<file path="config.mk">
export PLATFORM = sky130hd
export DESIGN_NAME = mem_arbiter_flat
export DESIGN_NICKNAME = d
export VERILOG_FILES = /design/src/rtl/mem_arbiter_pkg.sv /design/src/rtl/mem_arbiter_if.sv /design/src/rtl/mem_arb_starve_cnt.sv /design/src/rtl/mem_arbiter.sv /design/src/flat_wrapper.sv
export SDC_FILE = /design/constraint.sdc
export NUM_CORES = 1
export LEC_CHECK = 0
export CAP_MARGIN = 20
export CORE_AREA = 2 2 62 64
export DETAILED_ROUTE_END_ITERATION = 8
export DIE_AREA = 0 0 64 66
export DONT_BUFFER_PORTS = 1
export PLACE_DENSITY = 0.56
export SETUP_SLACK_MARGIN = 0.5
export SLEW_MARGIN = 20
export SYNTH_ARGS = -nofsm -noshare
export SYNTH_HDL_FRONTEND = slang
export SYNTH_SLANG_ARGS = --single-unit
</file>
<file path="constraint.sdc">
create_clock -name clk -period 5.2 [get_ports clk]
set_input_delay 1.3 -clock clk [delete_from_list [all_inputs] [get_ports clk]]
set_output_delay 1.3 -clock clk [all_outputs]
set_load 0.02 [all_outputs]
</file>
<file path="src/rtl/mem_arbiter_pkg.sv">
// mem_arbiter_pkg
//   Shared definitions for the memory arbiter slice: default bus widths,
//   starvation counter width/limit and the read-owner encoding.
package mem_arbiter_pkg;

   localparam int unsigned ADDR_W_DEF     = 16;
   localparam int unsigned DATA_W_DEF     = 16;
   localparam int unsigned STARVE_MAX_DEF = 7;
   // Wide enough for any starvation limit in 1..15.
   localparam int unsigned STARVE_W       = 4;

   // Which requester owns the read data returning in the next cycle.
   typedef enum logic [1:0] {
      OWN_NONE = 2'd0,
      OWN_IF   = 2'd1,
      OWN_D    = 2'd2,
      OWN_H    = 2'd3
   } owner_e;

endpackage

</file>
<file path="src/rtl/mem_arbiter_if.sv">
// mem_arbiter_if
//   Bundles the three requester ports (fetch, data, host), the shared read
//   data return and the single-port synchronous memory port.
//   slave  : arbiter side (takes requests, drives grants/rvalid/mem_*).
//   master : requesters plus memory model side.
interface mem_arbiter_if
   import mem_arbiter_pkg::*;
#(
   parameter int unsigned ADDR_W = ADDR_W_DEF,
   parameter int unsigned DATA_W = DATA_W_DEF
) ();

   // instruction fetch
   logic              if_req;
   logic [ADDR_W-1:0] if_addr;
   logic              if_gnt;
   logic              if_rvalid;
   // CPU data
   logic              d_req;
   logic              d_we;
   logic [ADDR_W-1:0] d_addr;
   logic [DATA_W-1:0] d_wdata;
   logic              d_gnt;
   logic              d_rvalid;
   // host / debug
   logic              h_req;
   logic              h_we;
   logic [ADDR_W-1:0] h_addr;
   logic [DATA_W-1:0] h_wdata;
   logic              h_gnt;
   logic              h_rvalid;
   // shared read data and CPU stall
   logic [DATA_W-1:0] rdata;
   logic              cpu_stall;
   // memory port
   logic              mem_en;
   logic              mem_we;
   logic [ADDR_W-1:0] mem_addr;
   logic [DATA_W-1:0] mem_wdata;
   logic [DATA_W-1:0] mem_rdata;

   modport slave (
      input  if_req, if_addr,
      input  d_req, d_we, d_addr, d_wdata,
      input  h_req, h_we, h_addr, h_wdata,
      input  mem_rdata,
      output if_gnt, if_rvalid, d_gnt, d_rvalid, h_gnt, h_rvalid,
      output rdata, cpu_stall,
      output mem_en, mem_we, mem_addr, mem_wdata
   );

   modport master (
      output if_req, if_addr,
      output d_req, d_we, d_addr, d_wdata,
      output h_req, h_we, h_addr, h_wdata,
      output mem_rdata,
      input  if_gnt, if_rvalid, d_gnt, d_rvalid, h_gnt, h_rvalid,
      input  rdata, cpu_stall,
      input  mem_en, mem_we, mem_addr, mem_wdata
   );

endinterface

</file>
<file path="src/rtl/mem_arb_starve_cnt.sv">
// mem_arb_starve_cnt
//   Saturating host-starvation counter.
//   clk    : rising-edge clock
//   reset  : async active-low reset, clears the count
//   inc    : host waited this cycle (count up, saturating at MAX)
//   clr    : host granted or idle (count returns to 0, wins over inc)
//   at_max : count has reached MAX
module mem_arb_starve_cnt
   import mem_arbiter_pkg::*;
#(
   parameter int unsigned MAX = STARVE_MAX_DEF
) (
   input  logic clk,
   input  logic reset,
   input  logic inc,
   input  logic clr,
   output logic at_max
);

   logic [STARVE_W-1:0] cnt;

   always_ff @(posedge clk or negedge reset) begin
      if (!reset) begin
         cnt <= '0;
      end else if (clr) begin
         cnt <= '0;
      end else if (inc && !at_max) begin
         cnt <= cnt + STARVE_W'(1);
      end
   end

   always_comb begin
      at_max = (cnt == STARVE_W'(MAX));
   end

endmodule

</file>
<file path="src/rtl/mem_arbiter.sv">
// mem_arbiter
//   Three-way arbiter in front of a single-port synchronous memory
//   (1-cycle read latency). Priority data > fetch > host, except that a host
//   kept waiting for STARVE_MAX cycles wins outright. Grants are
//   combinational; the owner of a read is registered so the matching rvalid
//   fires exactly once in the following cycle.
//   clk   : rising-edge clock
//   reset : async active-low reset
//   bus   : requester ports, shared rdata/cpu_stall, memory port
module mem_arbiter
   import mem_arbiter_pkg::*;
#(
   parameter int unsigned ADDR_W     = ADDR_W_DEF,
   parameter int unsigned DATA_W     = DATA_W_DEF,
   parameter int unsigned STARVE_MAX = STARVE_MAX_DEF
) (
   input logic          clk,
   input logic          reset,
   mem_arbiter_if.slave bus
);

   owner_e            owner;
   owner_e            owner_nxt;
   logic              if_gnt;
   logic              d_gnt;
   logic              h_gnt;
   logic              mem_we;
   logic [ADDR_W-1:0] mem_addr;
   logic [DATA_W-1:0] mem_wdata;
   logic              starved;

   mem_arb_starve_cnt #(
      .MAX (STARVE_MAX)
   ) u_starve_cnt (
      .clk    (clk),
      .reset  (reset),
      .inc    (bus.h_req & ~h_gnt),
      .clr    (h_gnt | ~bus.h_req),
      .at_max (starved)
   );

   // Owner register: loaded every cycle, so an ungranted or write cycle
   // leaves no pending read behind.
   always_ff @(posedge clk or negedge reset) begin
      if (!reset) begin
         owner <= OWN_NONE;
      end else begin
         owner <= owner_nxt;
      end
   end

   always_comb begin
      if_gnt    = 1'b0;
      d_gnt     = 1'b0;
      h_gnt     = 1'b0;
      mem_we    = 1'b0;
      mem_addr  = '0;
      mem_wdata = '0;
      owner_nxt = OWN_NONE;

      if (bus.h_req && starved) begin
         h_gnt = 1'b1;
      end else if (bus.d_req) begin
         d_gnt = 1'b1;
      end else if (bus.if_req) begin
         if_gnt = 1'b1;
      end else if (bus.h_req) begin
         h_gnt = 1'b1;
      end

      if (if_gnt) begin
         mem_addr  = bus.if_addr;
         owner_nxt = OWN_IF;
      end else if (d_gnt) begin
         mem_we    = bus.d_we;
         mem_addr  = bus.d_addr;
         mem_wdata = bus.d_wdata;
         owner_nxt = bus.d_we ? OWN_NONE : OWN_D;
      end else if (h_gnt) begin
         mem_we    = bus.h_we;
         mem_addr  = bus.h_addr;
         mem_wdata = bus.h_wdata;
         owner_nxt = bus.h_we ? OWN_NONE : OWN_H;
      end
   end

   always_comb begin
      bus.if_gnt    = if_gnt;
      bus.d_gnt     = d_gnt;
      bus.h_gnt     = h_gnt;
      bus.mem_en    = if_gnt | d_gnt | h_gnt;
      bus.mem_we    = mem_we;
      bus.mem_addr  = mem_addr;
      bus.mem_wdata = mem_wdata;
      bus.if_rvalid = (owner == OWN_IF);
      bus.d_rvalid  = (owner == OWN_D);
      bus.h_rvalid  = (owner == OWN_H);
      bus.rdata     = bus.mem_rdata;
      bus.cpu_stall = (bus.if_req & ~if_gnt) | (bus.d_req & ~d_gnt);
   end

endmodule

</file>
<file path="src/flat_wrapper.sv">
// flat-port wrapper written by rule: the top's interface ports become plain ports
module mem_arbiter_flat import mem_arbiter_pkg::*;
#(
   parameter int unsigned ADDR_W     = ADDR_W_DEF,
   parameter int unsigned DATA_W     = DATA_W_DEF,
   parameter int unsigned STARVE_MAX = STARVE_MAX_DEF
)
  (clk, reset, bus_if_req, bus_if_addr, bus_d_req, bus_d_we, bus_d_addr, bus_d_wdata, bus_h_req, bus_h_we, bus_h_addr, bus_h_wdata, bus_mem_rdata, bus_if_gnt, bus_if_rvalid, bus_d_gnt, bus_d_rvalid, bus_h_gnt, bus_h_rvalid, bus_rdata, bus_cpu_stall, bus_mem_en, bus_mem_we, bus_mem_addr, bus_mem_wdata);
  mem_arbiter_if #(.ADDR_W(ADDR_W), .DATA_W(DATA_W)) bus_i ();
  input logic clk;
  input logic reset;
  input wire logic [$bits(bus_i.if_req)-1:0] bus_if_req;
  input wire logic [$bits(bus_i.if_addr)-1:0] bus_if_addr;
  input wire logic [$bits(bus_i.d_req)-1:0] bus_d_req;
  input wire logic [$bits(bus_i.d_we)-1:0] bus_d_we;
  input wire logic [$bits(bus_i.d_addr)-1:0] bus_d_addr;
  input wire logic [$bits(bus_i.d_wdata)-1:0] bus_d_wdata;
  input wire logic [$bits(bus_i.h_req)-1:0] bus_h_req;
  input wire logic [$bits(bus_i.h_we)-1:0] bus_h_we;
  input wire logic [$bits(bus_i.h_addr)-1:0] bus_h_addr;
  input wire logic [$bits(bus_i.h_wdata)-1:0] bus_h_wdata;
  input wire logic [$bits(bus_i.mem_rdata)-1:0] bus_mem_rdata;
  output wire logic [$bits(bus_i.if_gnt)-1:0] bus_if_gnt;
  output wire logic [$bits(bus_i.if_rvalid)-1:0] bus_if_rvalid;
  output wire logic [$bits(bus_i.d_gnt)-1:0] bus_d_gnt;
  output wire logic [$bits(bus_i.d_rvalid)-1:0] bus_d_rvalid;
  output wire logic [$bits(bus_i.h_gnt)-1:0] bus_h_gnt;
  output wire logic [$bits(bus_i.h_rvalid)-1:0] bus_h_rvalid;
  output wire logic [$bits(bus_i.rdata)-1:0] bus_rdata;
  output wire logic [$bits(bus_i.cpu_stall)-1:0] bus_cpu_stall;
  output wire logic [$bits(bus_i.mem_en)-1:0] bus_mem_en;
  output wire logic [$bits(bus_i.mem_we)-1:0] bus_mem_we;
  output wire logic [$bits(bus_i.mem_addr)-1:0] bus_mem_addr;
  output wire logic [$bits(bus_i.mem_wdata)-1:0] bus_mem_wdata;
  assign bus_i.if_req = bus_if_req;
  assign bus_i.if_addr = bus_if_addr;
  assign bus_i.d_req = bus_d_req;
  assign bus_i.d_we = bus_d_we;
  assign bus_i.d_addr = bus_d_addr;
  assign bus_i.d_wdata = bus_d_wdata;
  assign bus_i.h_req = bus_h_req;
  assign bus_i.h_we = bus_h_we;
  assign bus_i.h_addr = bus_h_addr;
  assign bus_i.h_wdata = bus_h_wdata;
  assign bus_i.mem_rdata = bus_mem_rdata;
  assign bus_if_gnt = bus_i.if_gnt;
  assign bus_if_rvalid = bus_i.if_rvalid;
  assign bus_d_gnt = bus_i.d_gnt;
  assign bus_d_rvalid = bus_i.d_rvalid;
  assign bus_h_gnt = bus_i.h_gnt;
  assign bus_h_rvalid = bus_i.h_rvalid;
  assign bus_rdata = bus_i.rdata;
  assign bus_cpu_stall = bus_i.cpu_stall;
  assign bus_mem_en = bus_i.mem_en;
  assign bus_mem_we = bus_i.mem_we;
  assign bus_mem_addr = bus_i.mem_addr;
  assign bus_mem_wdata = bus_i.mem_wdata;
  mem_arbiter #(.ADDR_W(ADDR_W), .DATA_W(DATA_W), .STARVE_MAX(STARVE_MAX)) u_core (.clk(clk), .reset(reset), .bus(bus_i));
endmodule
</file>
==> flow_metrics.tcl, run 1 <==
set metrics [dict create \
    outcome "finished clean" \
    setup_viol 0 \
    final_cell_mix "nand2_1, a22o_1, o21a_1, a21oi_1, o22a_1" \
    grt_overflow 0 \
    min_period_ns 3.86 \
    cts.clk_slew.worst_paths_ns 0.04 \
    maxCapViolCount 0 \
    antenna_found_initial 0 \
    cts_num_sinks 6 \
    wl_met1_mm 1.10 \
    wl_per_cell_um 20.4 \
    diodes 0 \
    vias_per_cell 6.08 \
    num_vias 1004 \
    port_buffers 0 \
    tns_ns 0 \
    routed.top_layer "met4" \
    slew_viol_final 0 \
    tightest_slew_ns 0.743 \
    worstSetupStartpointType "input port" \
    synth_nets 246 \
    finalHoldViolCount 0 \
    ys_async_sr_fraction 1.00 \
    met2_length_mm 1.85 \
    critPathBufInv 1 \
    first_pass_iters 4 \
    yosysWarnings 0 \
    r2r_cells 5 \
    critPathLaunch "bus_d_req" \
    synth-seq-cells 6 \
    r2r_end "u_core.u_starve_cnt.cnt[1]" \
    power.leakage_nw 0.416 \
    postCtsHoldBufs 0 \
    drcViolationCount 0 \
    synth_edf_count 0 \
    crit_chain "nor3b_4 > nor2_4 > inv_4 > a22o_1" \
    cts_made_buffers 3 \
    rsz0062_at_grt "no" \
    max_stage_delay_ns 0.62 \
    synth.cell_area_mm2 0.00111 \
    relSlewSlack 0.504 \
    finClkSkew_ns 0.00260 \
    synthDistinctLibCells 31 \
    die_w_um 64 \
    syn_area_per_cell_um2 7.84 \
    yosysSeqAreaShare 0.135 \
    nNetsFinal 223 \
    grt_max_degree 35 \
    cts_setup_buffers 0 \
    track_usage 0.145 \
    core_mm2 0.00355 \
    die_h_um 66 \
    start_util 0.314 \
    crit_arrival_ns 2.56 \
    max_freq_mhz 259 \
    dp_cells 162 \
    drt_iter0_drc 31 \
    cp_slowest_cell "nor3b_4" \
    finalCritPeriodShare 0.743 \
    clockRootBuffer "clkbuf_4" \
    syn2layout_area_growth_pct -11.8 \
    min_from "u_core.u_starve_cnt.cnt[0]" \
    syn-instance-count 142 \
    powerDensity_mw_per_mm2 180 \
    synth-main-ff-cell "dfrtp_1" \
    crit_path_end "bus_mem_wdata[4]" \
    dieArea_mm2 0.00422 \
    rows 22 \
    worstSkewPairLatency_ns 0.24 \
    grt_pass1_vias 987 \
    worst-path-stages 4 \
    worst-r2r-setup-slack_ns 3.70 \
    pin_count 160 \
    crit_type "in2out" \
    crit_fanout 22 \
    r2r-start "u_core.u_starve_cnt.cnt[0]" \
    grt_pass1_wl_mm 4.71 \
    hp-class "reg2reg" \
    peakVddDrop_mv 0.0362 \
    htree_levels 1 \
    tritoncts "yes" \
    drt_wl_total_mm 3.37 \
    final_util 0.277 \
    ant_nets 0 \
    cp.required_ns 3.90 \
    place_hpwl_mm 2.67 \
    gp_congestion 0.776 \
    final_cells 165 \
    crit_path_end_kind "output port" \
    clock_path_buffers 2 \
    ctsResizeCount 0 \
    dr_wl_met3_um 411 \
    critical-path-top-delay-family "simple AND/OR/NAND/NOR gates" \
    drive_gt1_frac 0.0855 \
]
-- metal layers --
metal / vias up / track usage
li1: 462 / -
met1: 447 / 0.133
met2: 93 / 0.297
met3: 2 / 0.0511
met4: 0 / 0.0408
met5: - / 0
-- cell type report --
class	instances	area [µm²]
clock buffers	3	22.5
well taps	48	60.1
flip-flops and latches	6	150
multi-input cells	104	728
repair buffers	1	7.51
fillers	397	2570
inverters	3	13.8
-- cells in the mapped netlist, drive strengths merged, types with 2 or more instances --
master / instances / area [µm²]
inv: 3 / 13.8
a22o: 17 / 149
o22a: 16 / 140
nand2: 17 / 63.8
nand2b: 2 / 20.0
nor2b: 2 / 12.5
o21a: 16 / 120
nor2: 4 / 22.5
buf: 28 / 218
a21oi: 16 / 80.1
dfrtp: 6 / 150
-- stage by stage --
step / hold slack, ns / total power, mW / instance area [µm²] / worst slack (ns)
after floorplan: 0.433 / 0.153 / 1110 / 1.66
after detailed placement: 0.477 / 0.137 / 960 / 1.30
final: 0.471 / 0.177 / 982 / 1.34
after global routing: 0.511 / 0.189 / 982 / 1.19
after CTS: 0.478 / 0.180 / 982 / 1.30
after global placement: 0.451 / 0.135 / 960 / 1.36
-- cells by family after synthesis --
family,after synthesis,share of synthesized area
AND/OR/NAND/NOR,32,0.162
adder cells (fa/ha/maj),2,0.0202
flip-flops,6,0.135
XOR/XNOR,2,0.0157
AO/OA/AOI/OAI,68,0.456
buffers and inverters,32,0.211
-- how the worst min path moves through the flow --
| stage | end | slack, ns | depth (start not counted) |
|---|---|---|---|
| floorplan | u_core.u_starve_cnt.cnt[0] | 0.43 | 1 |
| global placement | u_core.u_starve_cnt.cnt[0] | 0.45 | 1 |
| detailed placement | u_core.u_starve_cnt.cnt[0] | 0.48 | 1 |
| CTS | u_core.u_starve_cnt.cnt[0] | 0.48 | 1 |
| global route | u_core.u_starve_cnt.cnt[0] | 0.51 | 1 |
| finish | u_core.u_starve_cnt.cnt[0] | 0.47 | 1 |
-- sequential cells by signal (all words and copies together), names as in the netlist --
register and count:
u_core.owner 2, u_core.u_starve_cnt.cnt 4
-- power breakdown --
part / internal [mW] / total [mW] / switching [mW]
combinational: 0.0274 / 0.0839 / 0.0566
clock: 0.0260 / 0.0419 / 0.0158
sequential: 0.0496 / 0.0514 / 0.00187
total: 0.103 / 0.177 / 0.0743
-- worst reg2reg max path, delay by kind of cell (launching register included) --
family | cells | cell delay (ns)
adders and majority gates | 1 | 0.21
buffers and inverters | 1 | 0.33
DFF | 1 | 0.37
and+or+nand+nor | 3 | 0.49
(Power assumes the default switching activity.)
==> run 2: changes to the inputs <==
PLACE_DENSITY = 0.58   (was 0.56)
clock period = 3.4 ns   (was 5.2 ns; I/O delays follow)
==> run 2 against run 1 <==
Against the previous run:
- hold slack worse by 0.17 ns
- register-to-register slack worse by 1.6 ns
- sequential cell count unchanged
- via count up 5.1%
- total power up 56%
- non-clock buffer count up 2
- clock power up 60%
- first-iteration DRC count down 45%
- sequential power up 53%
- core utilization up 0.53 points
- routed wire length up 3.6%
- sequential share of layout area down 0.29 points
- critical path type is now reg2out
==> flow_metrics.tcl, run 2 (same netlist as run 1, synthesis figures left out) <==
set metrics [dict create \
    clock_path_buffers 2 \
    cts_setup_buffers 0 \
    tightest_slew_ns 0.405 \
    drive_gt1_frac 0.101 \
    cts_made_buffers 3 \
    place_hpwl_mm 2.87 \
    gp_congestion 0.738 \
    crit_arrival_ns 1.86 \
    cp.required_ns 2.55 \
    htree_levels 1 \
    tritoncts "yes" \
    cts_num_sinks 6 \
    die_h_um 66 \
    max_freq_mhz 369 \
    outcome "finished clean" \
    final_util 0.282 \
    maxCapViolCount 0 \
    slew_viol_final 0 \
    syn2layout_area_growth_pct -10.1 \
    drt_wl_total_mm 3.49 \
    crit_type "reg2out" \
    finalHoldViolCount 0 \
    crit_path_end_kind "output port" \
    finClkSkew_ns 0.00135 \
    clockRootBuffer "clkbuf_4" \
    drcViolationCount 0 \
    grt_max_degree 34 \
    start_util 0.314 \
    worstSkewPairLatency_ns 0.25 \
    finalCritPeriodShare 0.797 \
    antenna_found_initial 0 \
    grt_overflow 0 \
    setup_viol 0 \
    top_regs "u_core.u_starve_cnt.cnt x4, u_core.owner x2" \
    dieArea_mm2 0.00422 \
    relSlewSlack 0.730 \
    largest-register "u_core.u_starve_cnt.cnt" \
    die_w_um 64 \
    cts.clk_slew.worst_paths_ns 0.05 \
    core_mm2 0.00355 \
    crit_fanout 18 \
    diodes 0 \
    wl_per_cell_um 20.9 \
    final_cell_mix "nand2_1, a22o_1, o21a_1, a21oi_1, o22a_1" \
    rows 22 \
    min_period_ns 2.71 \
    hp-class "in2async" \
    grt_pass1_wl_mm 4.89 \
    tns_ns 0 \
    worstSetupStartpointType "flop" \
    port_buffers 0 \
    fillers 386 \
    powerDensity_mw_per_mm2 276 \
    track_usage 0.151 \
    peakVddDrop_mv 0.0812 \
    drt_iter0_drc 17 \
    ant_nets 0 \
    largest_reg_flops 4 \
    first_pass_iters 4 \
    power.leakage_nw 0.427 \
    postCtsHoldBufs 0 \
    vias_per_cell 6.32 \
    rsz0062_at_grt "no" \
    ctsResizeCount 0 \
    nNetsFinal 225 \
    num_vias 1055 \
    grt_pass1_vias 1008 \
    pin_count 160 \
]
run 2: cell types whose count changed in the layout (fill, tap and decap cells not counted), sizes merged:
cell	delta
buf	+2
run 2: routing by layer:
layer,up-vias,part of all wire,global-route usage,routed length [µm]
met4,0,0.010,0.0625,36
li1,470,-,-,-
met1,475,0.33,0.135,1140
met2,106,0.56,0.324,1950
met5,-,0,0,0
met3,4,0.11,0.0256,368
run 2: metrics by stage:
| step | worst slack (ns) | total power, mW | std cells | hold WS (ns) | instance area (µm²) |
|---|---|---|---|---|---|
| CTS | 0.619 | 0.280 | 167 | 0.289 | 997 |
| floorplan | 0.765 | 0.234 | 142 | 0.433 | 1110 |
| finish | 0.691 | 0.276 | 167 | 0.297 | 1000 |
| global route | 0.556 | 0.292 | 167 | 0.286 | 1000 |
| detailed placement | 0.652 | 0.212 | 164 | 0.469 | 975 |
| global placement | 0.679 | 0.209 | 164 | 0.456 | 975 |
run 2: worst paths after layout:
check	from	to	slack (ns)	cells after the start
worst max-delay path	u_core.u_starve_cnt.cnt[0]	bus_mem_wdata[14]	0.69	5
worst max register to register	u_core.u_starve_cnt.cnt[0]	u_core.owner[0]	2.06	4
worst min-delay path	reset	u_core.owner[1]	0.30	0
max in group asynchronous	reset	u_core.owner[0]	3.04	0
min in group clk	u_core.u_starve_cnt.cnt[0]	u_core.u_starve_cnt.cnt[0]	0.47	1
worst min register to register	u_core.u_starve_cnt.cnt[0]	u_core.u_starve_cnt.cnt[0]	0.47	1
run 2: where the power goes:
| group | total [mW] | leakage, nW | switching [mW] | internal, mW |
|---|---|---|---|---|
| Combinational | 0.131 | 0.334 | 0.0876 | 0.0434 |
| Sequential | 0.0786 | 0.0793 | 0.00288 | 0.0757 |
| Clock | 0.0670 | 0.0138 | 0.0269 | 0.0400 |
run 2: final cells by class:
type                       count  area (µm²)  share of cell area
sequential                     6         150               0.150
timing repair buffer           3        26.3              0.0263
multi-input combinational    104         728               0.727
clock buffer                   3        22.5              0.0225
inverter                       3        13.8              0.0137
tap                           48        60.1              0.0600
run 2: worst max-delay path, cell delays in order (launching register included):
cell      delay, ns
dfrtp_1        0.39
ha_1           0.25
nand4b_1       0.22
nand2_1        0.12
inv_2          0.29
a22o_1         0.35
==> run 3: changes to the inputs <==
PLACE_DENSITY = 0.56   (was 0.58)
clock period = 2.5 ns   (was 3.4 ns; I/O delays follow)
==> run 3 against run 2 <==
Against the previous run:
- total power up 65%
- global-route usage is 3.4 points higher
- clock-buffer cell count unchanged
- clock power rose by 39%
- via count increased by 7.0%
- critical path type unchanged
- combinational power rose by 95%
- largest power group unchanged
- sequential power increased by 37%
- sequential share of layout area fell by 4.8 points
- register-to-register slack worse by 1.1 ns
- core utilization rose by 13 points
- routed wire length grew 22%
==> flow_metrics.tcl, run 3 (same netlist as run 1, synthesis figures left out) <==
set metrics [dict create \
    intPower_mw 0.271 \
    htree_levels 1 \
    worstSetupStartpointType "flop" \
    r2r_cells 6 \
    tightest_slew_ns 0.409 \
    wl_per_cell_um 23.6 \
    vias_per_cell 6.24 \
    antenna_found_initial 0 \
    critPathLaunch "u_core.u_starve_cnt.cnt[1]" \
    crit_arrival_ns 1.64 \
    port_buffers 0 \
    core_mm2 0.00355 \
    postCtsHoldBufs 0 \
    largest-register "u_core.u_starve_cnt.cnt" \
    syn2layout_area_growth_pct 32.7 \
    crit_fanout 17 \
    diodes 0 \
    pin_count 160 \
    p_comb_frac 0.560 \
    min_period_ns 2.26 \
    cts_made_buffers 3 \
    slew_viol_final 0 \
    top_regs "u_core.u_starve_cnt.cnt x4, u_core.owner x2" \
    r2r_end "u_core.u_starve_cnt.cnt[1]" \
    track_usage 0.185 \
    nNetsFinal 239 \
    crit_path_end "bus_mem_addr[7]" \
    cp.required_ns 1.88 \
    drt_wl_total_mm 4.26 \
    dp_cells 165 \
    cts.clk_slew.worst_paths_ns 0.05 \
    drive_gt1_frac 0.511 \
    final_cells 181 \
    ant_nets 0 \
    die_w_um 64 \
    crit_path_end_kind "output port" \
    peakVddDrop_mv 0.136 \
    rows 22 \
    final_cell_mix "a22o_4, o21a_1, nand2_1, a21oi_1" \
    finalCritPeriodShare 0.905 \
    grt_overflow 0 \
    hp-class "in2async" \
    relSlewSlack 0.727 \
    grt_pass1_wl_mm 5.95 \
    dieArea_mm2 0.00422 \
    first_pass_iters 4 \
    tritoncts "yes" \
    gp_congestion 0.726 \
    p_clk_frac 0.204 \
    power.leakage_nw 0.617 \
    grt_pass1_vias 1158 \
    place_hpwl_mm 2.89 \
    netSwitchingFraction 0.406 \
    r2r-start "u_core.u_starve_cnt.cnt[0]" \
    powerDensity_mw_per_mm2 309 \
    finClkSkew_ns 0.00970 \
    clock_path_buffers 2 \
    power.switching_mw 0.185 \
    fillers 344 \
    outcome "finished clean" \
    final_common_cell "a22o_4" \
    maxCapViolCount 0 \
    tns_ns 0 \
    grt_max_degree 23 \
    clockRootBuffer "clkbuf_4" \
    drcViolationCount 0 \
    rsz0062_at_grt "yes" \
    worstSkewPairLatency_ns 0.25 \
    setup_viol 0 \
    worst-r2r-setup-slack_ns 1.01 \
    cts_num_sinks 6 \
    p_seq_frac 0.236 \
    finalHoldViolCount 0 \
    start_util 0.314 \
    final_util 0.416 \
    largest_reg_flops 4 \
    max_freq_mhz 442 \
    crit_type "reg2out" \
    drt_iter0_drc 20 \
    num_vias 1129 \
    die_h_um 66 \
]
==> run 3: cell types whose count changed in the layout (fill, tap and decap cells not counted), sizes merged <==
cell,previous run,this run
nand2b,2,3
buf,3,12
inv,3,7
==> run 3: cell type report <==
class,instances,area (µm²),area share
well taps,48,60.1,0.0406
repair buffers,12,150,0.102
inverters,3,26.3,0.0178
clock buffers,3,22.5,0.0152
flip-flops and latches,6,150,0.102
repair inverters,4,40.0,0.0271
multi-input cells,105,1030,0.696
==> run 3: metal layers <==
| layer | track usage | up-vias | part of all wire |
|---|---|---|---|
| li1 | - | 499 | - |
| met1 | 0.160 | 520 | 0.30 |
| met2 | 0.379 | 106 | 0.57 |
| met3 | 0.0801 | 4 | 0.13 |
| met4 | 0.0462 | 0 | 0.0091 |
| met5 | 0 | - | 0 |
==> run 3: how the worst min path moves through the flow <==
stage	from	end
2_1_floorplan	reset	u_core.owner[0]
3_3_place_gp	reset	u_core.u_starve_cnt.cnt[2]
3_5_place_dp	reset	u_core.u_starve_cnt.cnt[1]
4_1_cts	reset	u_core.u_starve_cnt.cnt[2]
5_1_grt	reset	u_core.u_starve_cnt.cnt[2]
6_report	reset	u_core.u_starve_cnt.cnt[2]
==> run 3: stage by stage <==
step	setup WS, ns	power [mW]	hold slack (ns)	area (µm²)
after detailed placement	0.315	0.324	0.330	1170
after global placement	0.379	0.319	0.330	1170
final	0.238	0.457	0.0621	1480
after global routing	0.172	0.481	0.0520	1480
after floorplan	0.325	0.352	0.329	1290
after CTS	0.219	0.449	0.0579	1410
==> run 3: power groups by stage <==
stage | registers, mW | clock network (mW) | logic [mW]
after floorplan | 0.107 | 0 | 0.245
after global placement | 0.108 | 0 | 0.212
after detailed placement | 0.108 | 0 | 0.216
after CTS | 0.106 | 0.0954 | 0.247
after global routing | 0.109 | 0.103 | 0.270
final | 0.108 | 0.0929 | 0.256
==> run 3: critical path: stages, from the launching register on <==
cell	delay [ns]
dfrtp_1	0.40
ha_4	0.18
and4b_4	0.22
buf_12	0.16
o21a_1	0.18
o22a_4	0.24
==> run 3: what timing repair did <==
action	CTS	global route
cloned	5	1
setup endpoints to repair	37	37
pin swaps	16	7
resized for setup	31	9
setup buffers	5	2
